**src/rtl/inst_encoder_loader_if.sv**
```systemverilog
// Descriptor-in / instruction-memory-write-out bundle for the instruction loader.
// Latency: n/a (signal bundle only).
// Backpressure: in_ready from the loader qualifies in_valid; the memory write side has none.
// Ports: in_valid/in_ready/in_last handshake, in_ctrl/in_r1/in_r2/in_wr/in_alu_func/in_imm/in_boff
//        descriptor fields, mem_we/mem_addr/mem_wdata instruction-memory write port.
interface inst_encoder_loader_if #(
    parameter int REGFILE_ADDR_WIDTH = 5,
    parameter int INST_ADDR_WIDTH    = 9
);
    logic                          in_valid;
    logic                          in_ready;
    logic                          in_last;
    logic [5:0]                    in_ctrl;
    logic [REGFILE_ADDR_WIDTH-1:0] in_r1;
    logic [REGFILE_ADDR_WIDTH-1:0] in_r2;
    logic [REGFILE_ADDR_WIDTH-1:0] in_wr;
    logic [3:0]                    in_alu_func;
    logic [15:0]                   in_imm;
    logic [INST_ADDR_WIDTH-1:0]    in_boff;
    logic                          mem_we;
    logic [INST_ADDR_WIDTH-1:0]    mem_addr;
    logic [31:0]                   mem_wdata;

    // Host / descriptor source side.
    modport master (
        output in_valid, in_last, in_ctrl, in_r1, in_r2, in_wr, in_alu_func, in_imm, in_boff,
        input  in_ready, mem_we, mem_addr, mem_wdata
    );

    // Loader side.
    modport slave (
        input  in_valid, in_last, in_ctrl, in_r1, in_r2, in_wr, in_alu_func, in_imm, in_boff,
        output in_ready, mem_we, mem_addr, mem_wdata
    );
endinterface

```
**src/rtl/inst_encoder_loader.sv**
```systemverilog
// Encodes field-level descriptors into 32-bit decode-stage words and writes them to sequential imem addresses.
// Latency: 1 cycle from descriptor accept to registered mem_we/mem_addr/mem_wdata; 1 word/cycle.
// Backpressure: in_ready high only while loading; drops the cycle after the terminating accept.
// Ports: clk, reset (sync, active-high), start/base_addr (begin a load), bus (descriptor in + imem write out),
//        prog_done (level), word_count (words written since start), err_illegal/err_overflow (sticky per load).
module inst_encoder_loader #(
    parameter int REGFILE_ADDR_WIDTH = 5,
    parameter int INST_ADDR_WIDTH    = 9
) (
    input  logic                       clk,
    input  logic                       reset,
    input  logic                       start,
    input  logic [INST_ADDR_WIDTH-1:0] base_addr,
    inst_encoder_loader_if.slave       bus,
    output logic                       prog_done,
    output logic [INST_ADDR_WIDTH:0]   word_count,
    output logic                       err_illegal,
    output logic                       err_overflow
);
    localparam logic [1:0] S_IDLE = 2'd0;
    localparam logic [1:0] S_LOAD = 2'd1;
    localparam logic [1:0] S_DONE = 2'd2;

    localparam logic [INST_ADDR_WIDTH-1:0] ADDR_TOP = '1;
    localparam logic [INST_ADDR_WIDTH-1:0] ADDR_ONE = INST_ADDR_WIDTH'(1);
    localparam logic [INST_ADDR_WIDTH:0]   WC_ONE   = (INST_ADDR_WIDTH + 1)'(1);

    logic [1:0]                    state;
    logic [INST_ADDR_WIDTH-1:0]    addr_ptr;
    logic                          accept;
    logic                          is_branch;
    logic                          illegal;
    logic                          at_top;
    logic [31:0]                   enc_word;
    logic [REGFILE_ADDR_WIDTH-1:0] f_r1;
    logic [REGFILE_ADDR_WIDTH-1:0] f_r2;
    logic [REGFILE_ADDR_WIDTH-1:0] f_wr;

    // in_ctrl = {wr_en, beq, bneq, imm_sel, mem_write, mem_reg_sel}
    assign f_r1      = bus.in_r1;
    assign f_r2      = bus.in_r2;
    assign f_wr      = bus.in_wr;
    assign is_branch = bus.in_ctrl[4] | bus.in_ctrl[3];
    assign illegal   = bus.in_ctrl[4] & bus.in_ctrl[3];
    assign at_top    = (addr_ptr == ADDR_TOP);

    // in_ready decodes straight from the state register, so it is glitch-free and registered.
    assign bus.in_ready = (state == S_LOAD);
    assign accept       = bus.in_valid & bus.in_ready;

    // imm_sel wins over the branch bits; unused field bits are zero.
    always_comb begin
        enc_word        = '0;
        enc_word[31:26] = bus.in_ctrl;
        enc_word[25:21] = f_r1;
        enc_word[20:16] = f_r2;
        if (bus.in_ctrl[2]) begin
            enc_word[15:0] = bus.in_imm;
        end else if (is_branch) begin
            enc_word[INST_ADDR_WIDTH-1:0] = bus.in_boff;
        end else begin
            enc_word[15:11] = f_wr;
            enc_word[3:0]   = bus.in_alu_func;
        end
    end

    always_ff @(posedge clk) begin
        if (reset) begin
            state         <= S_IDLE;
            addr_ptr      <= '0;
            bus.mem_we    <= 1'b0;
            bus.mem_addr  <= '0;
            bus.mem_wdata <= '0;
            prog_done     <= 1'b0;
            word_count    <= '0;
            err_illegal   <= 1'b0;
            err_overflow  <= 1'b0;
        end else begin
            bus.mem_we <= 1'b0;
            case (state)
                S_IDLE, S_DONE: begin
                    if (start) begin
                        state        <= S_LOAD;
                        addr_ptr     <= base_addr;
                        word_count   <= '0;
                        prog_done    <= 1'b0;
                        err_illegal  <= 1'b0;
                        err_overflow <= 1'b0;
                    end
                end
                S_LOAD: begin
                    if (accept) begin
                        if (illegal) begin
                            // Dropped without consuming an address, but still ends the load if last.
                            err_illegal <= 1'b1;
                            if (bus.in_last) begin
                                state     <= S_DONE;
                                prog_done <= 1'b1;
                            end
                        end else begin
                            bus.mem_we    <= 1'b1;
                            bus.mem_addr  <= addr_ptr;
                            bus.mem_wdata <= enc_word;
                            word_count    <= word_count + WC_ONE;
                            // Pointer parks at the top address rather than wrapping to 0.
                            if (!at_top) begin
                                addr_ptr <= addr_ptr + ADDR_ONE;
                            end
                            if (bus.in_last) begin
                                state     <= S_DONE;
                                prog_done <= 1'b1;
                            end else if (at_top) begin
                                state        <= S_DONE;
                                prog_done    <= 1'b1;
                                err_overflow <= 1'b1;
                            end
                        end
                    end
                end
                default: state <= S_IDLE;
            endcase
        end
    end
endmodule

```
**src/flat_wrapper.sv**
```systemverilog
// flat-port wrapper written by rule: the top's interface ports become plain ports
module inst_encoder_loader_flat 
#(
    parameter int REGFILE_ADDR_WIDTH = 5,
    parameter int INST_ADDR_WIDTH    = 9
)
  (clk, reset, start, base_addr, prog_done, word_count, err_illegal, err_overflow, bus_in_valid, bus_in_last, bus_in_ctrl, bus_in_r1, bus_in_r2, bus_in_wr, bus_in_alu_func, bus_in_imm, bus_in_boff, bus_in_ready, bus_mem_we, bus_mem_addr, bus_mem_wdata);
  inst_encoder_loader_if #(.REGFILE_ADDR_WIDTH(REGFILE_ADDR_WIDTH), .INST_ADDR_WIDTH(INST_ADDR_WIDTH)) bus_i ();
  input  logic clk;
  input  logic reset;
  input  logic start;
  input  logic [INST_ADDR_WIDTH-1:0] base_addr;
  output logic prog_done;
  output logic [INST_ADDR_WIDTH:0] word_count;
  output logic err_illegal;
  output logic err_overflow;
  input wire logic [$bits(bus_i.in_valid)-1:0] bus_in_valid;
  input wire logic [$bits(bus_i.in_last)-1:0] bus_in_last;
  input wire logic [$bits(bus_i.in_ctrl)-1:0] bus_in_ctrl;
  input wire logic [$bits(bus_i.in_r1)-1:0] bus_in_r1;
  input wire logic [$bits(bus_i.in_r2)-1:0] bus_in_r2;
  input wire logic [$bits(bus_i.in_wr)-1:0] bus_in_wr;
  input wire logic [$bits(bus_i.in_alu_func)-1:0] bus_in_alu_func;
  input wire logic [$bits(bus_i.in_imm)-1:0] bus_in_imm;
  input wire logic [$bits(bus_i.in_boff)-1:0] bus_in_boff;
  output wire logic [$bits(bus_i.in_ready)-1:0] bus_in_ready;
  output wire logic [$bits(bus_i.mem_we)-1:0] bus_mem_we;
  output wire logic [$bits(bus_i.mem_addr)-1:0] bus_mem_addr;
  output wire logic [$bits(bus_i.mem_wdata)-1:0] bus_mem_wdata;
  assign bus_i.in_valid = bus_in_valid;
  assign bus_i.in_last = bus_in_last;
  assign bus_i.in_ctrl = bus_in_ctrl;
  assign bus_i.in_r1 = bus_in_r1;
  assign bus_i.in_r2 = bus_in_r2;
  assign bus_i.in_wr = bus_in_wr;
  assign bus_i.in_alu_func = bus_in_alu_func;
  assign bus_i.in_imm = bus_in_imm;
  assign bus_i.in_boff = bus_in_boff;
  assign bus_in_ready = bus_i.in_ready;
  assign bus_mem_we = bus_i.mem_we;
  assign bus_mem_addr = bus_i.mem_addr;
  assign bus_mem_wdata = bus_i.mem_wdata;
  inst_encoder_loader #(.REGFILE_ADDR_WIDTH(REGFILE_ADDR_WIDTH), .INST_ADDR_WIDTH(INST_ADDR_WIDTH)) u_core (.clk(clk), .reset(reset), .start(start), .base_addr(base_addr), .bus(bus_i), .prog_done(prog_done), .word_count(word_count), .err_illegal(err_illegal), .err_overflow(err_overflow));
endmodule
```
**config.mk**
```make
export PLATFORM = sky130hd
export DESIGN_NAME = inst_encoder_loader_flat
export DESIGN_NICKNAME = d
export VERILOG_FILES = /design/src/rtl/inst_encoder_loader_if.sv /design/src/rtl/inst_encoder_loader.sv /design/src/flat_wrapper.sv
export SDC_FILE = /design/constraint.sdc
export NUM_CORES = 1
export LEC_CHECK = 0
export BUFFER_PORTS_ARGS = -buffer_cell sky130_fd_sc_hd__buf_2
export CORE_MARGIN = 10
export CORE_UTILIZATION = 49
export CTS_BUF_LIST = sky130_fd_sc_hd__clkbuf_8
export DETAILED_ROUTE_END_ITERATION = 12
export PLACE_DENSITY = 0.83
export REMOVE_ABC_BUFFERS = 1
export SYNTH_ARGS = -nofsm -noshare
export SYNTH_HDL_FRONTEND = slang
export SYNTH_SLANG_ARGS = --single-unit
```
**constraint.sdc**
```tcl
create_clock -name clk -period 2.1 [get_ports clk]
set_input_delay 0.21 -clock clk [delete_from_list [all_inputs] [get_ports clk]]
set_output_delay 0.21 -clock clk [all_outputs]
set_load 0.01 [all_outputs]
```
==> results of run 1 <==
-- worst min-delay path by stage --
stage,slack (ns),endpoint
after floorplan,0.28,u_core.addr_ptr[2]$_SDFFE_PP0P_
after global placement,0.43,u_core.bus.mem_wdata[13]$_SDFFE_PP0P_
after detailed placement,0.44,u_core.bus.mem_wdata[10]$_SDFFE_PP0P_
after CTS,0.08,u_core.bus.mem_wdata[14]$_SDFFE_PP0P_
after global routing,0.10,u_core.bus.mem_wdata[7]$_SDFFE_PP0P_
final,0.1,u_core.bus.mem_wdata[14]$_SDFFE_PP0P_
-- worst max-delay path, delay by kind of cell (launching register included) --
family	cells	cell delay [ns]
AO/OA/AOI/OAI	3	0.52
adder cells (fa/ha/maj)	2	0.43
AND/OR/NAND/NOR	3	0.32
flip-flops	1	0.31
buffers and inverters	1	0.29
-- repair_timing --
| item | 4_1_cts | 5_1_grt |
|---|---|---|
| buffers inserted | 0 | 1 |
| endpoints found under the setup margin | 0 | 9 |
| resized for setup | 0 | 7 |
-- metrics by stage --
stage / total power [mW] / TNS, ns / setup slack (ns) / utilization
2_1_floorplan: 1.51 / -0.365 / -0.0730 / -
3_3_place_gp: 1.68 / 0 / 0.183 / 0.635
6_report: 2.65 / 0 / 0.151 / 0.677
5_1_grt: 2.77 / 0 / 0.0290 / 0.677
4_1_cts: 2.66 / 0 / 0.0831 / 0.666
3_5_place_dp: 1.69 / 0 / 0.0971 / 0.635
-- sequential cells by signal, summed over array words and instances (netlist names) --
register,flops
u_core.err_overflow,1
u_core.bus.mem_addr,9
u_core.state,2
u_core.bus.mem_wdata,32
u_core.bus.mem_we,1
u_core.word_count,10
u_core.addr_ptr,9
u_core.err_illegal,1
u_core.prog_done,1
-- cell usage in the layout, fill, tap and decap left out, types with 3 or more instances in the layout --
master	n
buf_4	11
nor3b_1	3
clkinv_2	3
dfxtp_1	66
inv_1	9
mux2i_1	6
nor2_2	3
a221o_1	4
o21ai_0	17
or3_1	6
a21oi_1	38
and4_1	3
and2_1	8
mux2_2	4
nand3_1	11
nor4b_1	4
nor3_1	9
a222oi_1	4
nand2b_1	3
nand2_1	68
clkbuf_8	9
buf_2	119
nor2_1	18
nand4_1	4
-- logic make-up after synthesis --
logic type | after synthesis | share of synthesized area
xor+xnor | 3 | 0.00918
flops | 66 | 0.461
buf+inv | 28 | 0.0419
simple gates | 151 | 0.257
fa+ha+maj | 3 | 0.0131
compound gates | 81 | 0.180
mux | 10 | 0.0367
-- power by group --
part | internal (mW) | switching (mW)
Clock | 0.524 | 0.446
Combinational | 0.153 | 0.196
Sequential | 1.30 | 0.0313
Total | 1.97 | 0.672
-- layer usage --
metal	up-vias	share of wire	wire, um
li1	1449	-	-
met1	1328	0.40	3360
met2	118	0.48	4060
met3	9	0.11	937
met4	0	0.010	85
met5	-	0	0
-- layout make-up --
| class | count | area, um^2 |
|---|---|---|
| fill | 494 | 1800 |
| multi-input combinational | 248 | 1460 |
| sequential | 66 | 1320 |
| timing repair buffer | 131 | 689 |
| clock buffer | 9 | 124 |
| tap | 72 | 90.1 |
| clock inverter | 5 | 48.8 |
| inverter | 9 | 33.8 |
==> reports/metrics.csv, run 1 <==
metric,value,unit
final_antenna_net_count,0,
worst_clock_skew,0.00451,ns
ys_seq_elements,66,
yosysMostFrequentCell,nand2_1,
worstPathCellList,"ha_1, nand3_2, nor2_2, and2_1, ha_2, o31ai_4, clkdlybuf4s15_2, o21ai_0, a21oi_1",
startpoint_type,flop,
drc,0,
arrival,2.21,ns
tritoncts,yes,
hold_viol,0,
clk_pin_slew,0.07,ns
gr-usage-met2,0.292,
p_leak,1.70,nW
endpoint,u_core.addr_ptr[4]$_SDFFE_PP0P_,
fin_hold_ws,0.0993,ns
wirelength,8440,um
r2r-end,u_core.addr_ptr[4]$_SDFFE_PP0P_,
dieArea,9300,um^2
place_area,3540,um^2
hp-class,input port to flop,
crit_fanout,5,
postSynthCellCount,342,
synth_edf_count,0,
dp_hpwl,6360,um
globalplace.congestion,0.852,
yosys.area.top_type,dfxtp_1,
antennaDiodeCount,0,
htree_levels,3,
reg2reg_depth,9,
cp.required,2.36,ns
post_synth_num_cell_types,49,
slowest_delay,0.31,ns
grt_pass1_wl,13300,um
port_buffers,119,
r2r-start,u_core.addr_ptr[0]$_SDFFE_PP0P_,
clkLatencyLatePin,0.33,ns
synth-seq-area-share,0.461,
overflow,0,
ctsRootBufferMaster,clkbuf_8,
drive_above_1_share,0.335,
hold_depth,3,
antenna_found_initial,0,
yosys_warnings,0,
finalInstanceArea,3770,um^2
ioPinCount,120,
die_w,96.5,um
syn2layout_area_growth,31.7,%
cts_buffers,9,
synthArstFlopShare,0,
rsz0062_at_grt,no,
num_vias,2904,
initial_core_util,0.514,
die_h,96.5,um
cts.sink_count,66,
placed_cells,524,
maxCapViolations,0,
min-delay-start,bus_in_imm[14],
wl_per_cell,15.6,um
grt_max_degree,38,
syn_area,2860,um^2
hold_buffers,0,
max_slew_margin,0.593,
vias_per_cell,5.38,
top_usage_layer,met2,
use_met3,0.0686,
drtIter0Drc,139,
first_pass_iters,4,
syn_area_per_cell,8.37,um^2
finalCriticalPeriod,1.95,ns
grt_usage,0.177,
crit_path_end_kind,flop,
crit_type,flop to flop,
layout.nets,532,
crit_slowest_cell,dfxtp_1,
ys_top_cells_by_area,"dfxtp_1, nand2_1, a21oi_1",
irDropWorstVdd,0.412,mV
worst_pin_slew,0.611,ns
synth_top_cell_area_share,0.461,
outcome,completed,
setup_viol,0,
max_freq,513,MHz
coreArea,5570,um^2
synthFlopType,dfxtp_1,
startpoint,u_core.addr_ptr[0]$_SDFFE_PP0P_,
reg2reg_slack,0.15,ns
clock_path_buffers,2,
maxSlewViolCount,0,
rows,27,
timing.final.crit_share,0.928,
synthTopCellsByCount,"nand2_1, dfxtp_1, a21oi_1",
final_cells,540,
pwr_density_cell,702,nW/um^2
grt_pass1_vias,2895,
grtUsageMet1,0.206,
No activity file was read; power rests on OpenSTA's default activity.
==> run 2: changes to the inputs <==
SETUP_SLACK_MARGIN = 0.2   (was unset)
==> run 2 against run 1 <==
- power grew 0.57%
- flip-flop and latch count is the same
- clock power increased by 0.6%
- fmax grew 7.0%
- final cell count grew 0.19%
- count of clock-buffer cells in the layout did not move
==> reports/metrics.csv, run 2 (synthesis results as in run 1) <==
metric,value,unit
overflow,0,
irDropWorstVdd,0.417,mV
crit_buf_inv,1,
final_cell_mix,"buf_2, nand2_1, dfxtp_1",
ioPinCount,120,
worstPathCellList,"ha_4, nand3_4, nor2_2, and2_1, ha_2, o31ai_2, buf_4, nor2_1, a311oi_1",
maxCapViolations,0,
reg_top3,"u_core.bus.mem_wdata: 32 flops, u_core.word_count: 10 flops",
vias_per_cell,5.38,
drive_above_1_share,0.345,
cp.required,2.33,ns
timing.final.crit_share,0.868,
layout.nets,533,
crit_slowest_cell,dfxtp_2,
wirelength,8500,um
hold_buffers,0,
crit_fanout,5,
final_antenna_net_count,0,
antenna_found_initial,0,
grt_max_degree,38,
cp_top_family,compound AO/OA/AOI/OAI gates,
finalCriticalPeriod,1.82,ns
startpoint,u_core.addr_ptr[0]$_SDFFE_PP0P_,
rsz0062_at_grt,yes,
setup_viol,0,
r2r-start,u_core.addr_ptr[0]$_SDFFE_PP0P_,
port_buffers,119,
dieArea,9300,um^2
crit_type,flop to flop,
clkLatencyLatePin,0.33,ns
die_h,96.5,um
antennaDiodeCount,0,
initial_core_util,0.514,
first_pass_iters,4,
max_freq,549,MHz
fin_hold_ws,0.0970,ns
grtUsageMet1,0.208,
startpoint_type,flop,
clk_pin_slew,0.07,ns
top_usage_layer,met2,
tritoncts,yes,
hp-class,input port to flop,
maxSlewViolCount,0,
cts_buffers,9,
arrival,2.05,ns
clock_path_buffers,2,
min-delay-start,bus_in_imm[14],
slowest_delay,0.34,ns
hold_viol,0,
largest_reg_flops,32,
placed_cells,524,
wl_per_cell,15.7,um
worst_clock_skew,0.00407,ns
final_cells,541,
use_met3,0.0779,
finalInstanceArea,3790,um^2
final_common_cell,buf_2,
drc,0,
p_total,2.66,mW
grt_pass1_vias,2903,
outcome,completed,
largest_register,u_core.bus.mem_wdata,
ctsRootBufferMaster,clkbuf_8,
max_slew_margin,0.589,
worst_pin_slew,0.616,ns
p_leak,1.70,nW
gr-usage-met2,0.292,
dp_hpwl,6360,um
htree_levels,3,
place_area,3540,um^2
crit_path_end_kind,flop,
globalplace.congestion,0.852,
coreArea,5570,um^2
drtIter0Drc,170,
syn2layout_area_growth,32.5,%
pwr_density_cell,701,nW/um^2
rows,27,
num_vias,2913,
tns,0,ns
die_w,96.5,um
cts.sink_count,66,
grt_pass1_wl,13300,um
grt_usage,0.178,
==> run 2: metal layers <==
layer / part of all wire / vias to the layer above
met5: 0 / -
li1: - / 1455
met4: 0.0087 / 0
met2: 0.48 / 113
met3: 0.11 / 7
met1: 0.40 / 1338
==> run 2: path summary, 6_finish.rpt <==
kind	slack (ns)	to	depth (start not counted)
min	0.1	u_core.bus.mem_wdata[14]$_SDFFE_PP0P_	3
min reg2reg	0.45	u_core.bus.mem_wdata[10]$_SDFFE_PP0P_	2
max reg2reg	0.28	u_core.addr_ptr[8]$_SDFFE_PP0P_	9
max	0.28	u_core.addr_ptr[8]$_SDFFE_PP0P_	9
==> run 2: worst register-to-register path, delay by kind of cell (launching register included) <==
kind                       cells  cell delay (ns)
AOI/OAI and AO/OA              2             0.50
buffers and inverters          1             0.20
DFF                            1             0.34
and+or+nand+nor                4             0.33
adders and majority gates      2             0.36
==> run 2: layout make-up <==
| class | count | area, um^2 |
|---|---|---|
| tap | 72 | 90.1 |
| inverter | 9 | 33.8 |
| clock buffer | 9 | 124 |
| multi-input combinational | 248 | 1480 |
| clock inverter | 5 | 48.8 |
| sequential | 66 | 1330 |
| fill | 495 | 1780 |
| timing repair buffer | 132 | 697 |
==> run 2: metrics by stage <==
stage,setup WS [ns],utilization
6_report,0.278,0.681
4_1_cts,0.202,0.672
5_1_grt,0.135,0.681
3_5_place_dp,0.0971,0.635
2_1_floorplan,-0.0730,-
3_3_place_gp,0.183,0.635
==> run 2: power by group <==
part	internal (mW)	switching, mW	leakage [nW]
Combinational	0.156	0.196	1.07
Sequential	1.30	0.0342	0.537
Clock	0.524	0.452	0.0959
==> run 2: what timing repair did <==
| item | in CTS | in global routing |
|---|---|---|
| gates cloned | 1 | 0 |
| buffers inserted | 1 | 1 |
| setup endpoints to repair | 8 | 11 |
| pin swaps | 3 | 4 |
| resized for setup | 5 | 10 |
==> run 3: changes to the inputs <==
ABC_AREA = 1   (was unset)
CORE_UTILIZATION = 50   (was 49)
==> run 3 against run 2 <==
- power increased by 3.0%
- critical endpoint is now u_core.addr_ptr[7]$_SDFFE_PP0P_
- cell area increased by 0.92%
- global-route usage decreased by 0.42 points
- area after synthesis increased by 4.6%
- synthesized cell count increased by 22%
- die area increased by 2.0%
- clock skew increased by 0.0021 ns
- non-clock buffer count decreased by 4
- critical path type unchanged
- hold slack improved by 0.020 ns
- register-to-register slack about the same
- first-iteration DRC count decreased by 9.4%
- clock power decreased by 12%
==> reports/metrics.csv, run 3 <==
metric,value,unit
arrival,2.04,ns
ioPinCount,120,
cts_buffers,9,
drtIter0Drc,154,
synthArstFlopShare,0,
finalCriticalPeriod,1.81,ns
yosys_warnings,0,
grt_usage,0.174,
worst_clock_skew,0.00614,ns
dp_hpwl,6500,um
ys_seq_elements,66,
dieArea,9490,um^2
pwr_density_cell,716,nW/um^2
utilization,0.651,
synth_edf_count,0,
synth-xor-area-share,0.00292,
max_freq,552,MHz
syn2layout_area_growth,27.8,%
clk_pin_slew,0.07,ns
outcome,completed,
syn_area_per_cell,7.18,um^2
ctsRootBufferMaster,clkbuf_8,
reg2reg_slack,0.29,ns
crit_fanout,5,
hold_buffers,0,
placed_cells,599,
hold_depth,3,
worst_pin_slew,0.578,ns
antenna_found_initial,0,
largest_reg_flops,32,
worstPathCellList,"ha_2, nand3_2, nor2_2, nand2_1, nor2_1, ha_2, o21ai_2, nand2_4, buf_4, nor2_2, nand2_1, a21oi_2",
p_leak,1.83,nW
slowest_delay,0.35,ns
synthFlopType,dfxtp_1,
maxSlewViolCount,0,
wl_per_cell,14.1,um
die_w,97.4,um
r2r-start,u_core.addr_ptr[0]$_SDFFE_PP0P_,
largest_register,u_core.bus.mem_wdata,
wirelength,8720,um
hold_viol,0,
ys_top_cells_by_area,"dfxtp_1, nand2_1, nor2_1",
postSynthCellCount,417,
drive_above_1_share,0.315,
p_total,2.74,mW
reg_top3,"u_core.bus.mem_wdata: 32 flops, u_core.word_count: 10 flops",
hp-class,input port to flop,
synth_top_family_by_area,simple AND/OR/NAND/NOR gates,
final_common_cell,buf_2,
dr_wl_met2,4410,um
rsz0062_at_grt,no,
final_antenna_net_count,0,
final.fill_count,566,
synth-seq-area-share,0.441,
yosys.area.top_type,dfxtp_1,
cp.required,2.32,ns
multi_input_comb_area,1440,um^2
rows,28,
startpoint_type,flop,
synth_top_cell_area_share,0.441,
reg2reg_depth,12,
min_to,u_core.bus.mem_wdata[9]$_SDFFE_PP0P_,
layout.nets,605,
seqCellArea,1320,um^2
crit_type,flop to flop,
final_cell_mix,"buf_2, nand2_1, nor2_1",
cts.sink_count,66,
finalInstanceArea,3830,um^2
synth_fa_ha_area_frac,0.0125,
min-delay-start,bus_in_imm[9],
wl_met1,3590,um
drc,0,
initial_core_util,0.509,
maxCapViolations,0,
clock_path_buffers,2,
tritoncts,yes,
synthMuxAreaShare,0.00334,
globalplace.congestion,0.859,
timing.final.crit_share,0.863,
place_area,3630,um^2
r2r-end,u_core.addr_ptr[7]$_SDFFE_PP0P_,
port_buffers,119,
synth-compound-area-share,0.178,
syn_area,3000,um^2
wl_met3,575,um
fin_ws,0.288,ns
antennaDiodeCount,0,
num_vias,3124,
vias_per_cell,5.06,
overflow,0,
fin_hold_ws,0.117,ns
grt_pass1_wl,13900,um
die_h,97.4,um
post_synth_num_cell_types,36,
place_ws,0.0865,ns
clkLatencyLatePin,0.34,ns
yosysMostFrequentCell,nand2_1,
top_layer_used,met4,
coreArea,5890,um^2
irDropWorstVdd,0.452,mV
crit_path_end_kind,flop,
max_slew_margin,0.611,
htree_levels,3,
grt_max_degree,37,
setup_viol,0,
synth_simple_gate_area_share,0.279,
crit_slowest_cell,dfxtp_2,
grt_pass1_vias,2974,
tns,0,ns
final_cells,617,
synthTopCellsByCount,"nand2_1, dfxtp_1, nor2_1",
first_pass_iters,4,
run 3: area by class of cell:
cell class | instances | share of cell area
inverter | 36 | 0.0366
clock inverter | 6 | 0.00752
clock buffer | 9 | 0.0324
multi-input combinational | 297 | 0.377
sequential | 66 | 0.346
tap | 75 | 0.0245
timing repair buffer | 128 | 0.176
run 3: worst max-delay path by stage:
stage | startpoint | to | slack [ns] | cells past startpoint
finish | u_core.addr_ptr[0]$_SDFFE_PP0P_ | u_core.addr_ptr[7]$_SDFFE_PP0P_ | 0.29 | 12
global placement | u_core.addr_ptr[0]$_SDFFE_PP0P_ | u_core.addr_ptr[3]$_SDFFE_PP0P_ | 0.23 | 13
floorplan | u_core.addr_ptr[0]$_SDFFE_PP0P_ | u_core.addr_ptr[3]$_SDFFE_PP0P_ | 0.37 | 13
detailed placement | u_core.addr_ptr[0]$_SDFFE_PP0P_ | u_core.addr_ptr[2]$_SDFFE_PP0P_ | 0.09 | 11
CTS | u_core.addr_ptr[0]$_SDFFE_PP0P_ | u_core.addr_ptr[2]$_SDFFE_PP0P_ | 0.23 | 11
global route | u_core.addr_ptr[0]$_SDFFE_PP0P_ | u_core.addr_ptr[8]$_SDFFE_PP0P_ | 0.15 | 11
run 3: critical path, delay by kind of cell, from the launching register on:
family                     cells  cell delay, ns
adders and majority gates      2            0.40
and+or+nand+nor                7            0.67
DFF                            1            0.35
buffers and inverters          1            0.14
AOI/OAI and AO/OA              2            0.13
run 3: power breakdown:
| group | internal [mW] | leakage, nW | switching, mW | total (mW) |
|---|---|---|---|---|
| sequential | 1.33 | 0.538 | 0.0532 | 1.38 |
| clock | 0.404 | 0.0887 | 0.455 | 0.859 |
| combinational | 0.202 | 1.20 | 0.299 | 0.501 |
| total | 1.93 | 1.83 | 0.807 | 2.74 |
run 3: cell families (layout without fill, tap and decap cells):
family                     after synthesis  in the layout
and+or+nand+nor                        196            196
AOI/OAI and AO/OA                       96             96
DFF                                     66             66
buffers and inverters                   54            179
adders and majority gates                3              3
xor gates and xnor gates                 1              1
muxes                                    1              1
run 3: metal layers:
metal / vias up / global-route usage
li1: 1593 / -
met1: 1416 / 0.195
met2: 103 / 0.301
met3: 12 / 0.0576
met4: 0 / 0.0548
met5: - / 0
run 3: repair_timing:
item	in CTS	in global routing
setup endpoints to repair	7	12
resized for setup	1	8
pin swaps	1	0
buffers inserted	3	0
gates cloned	0	0
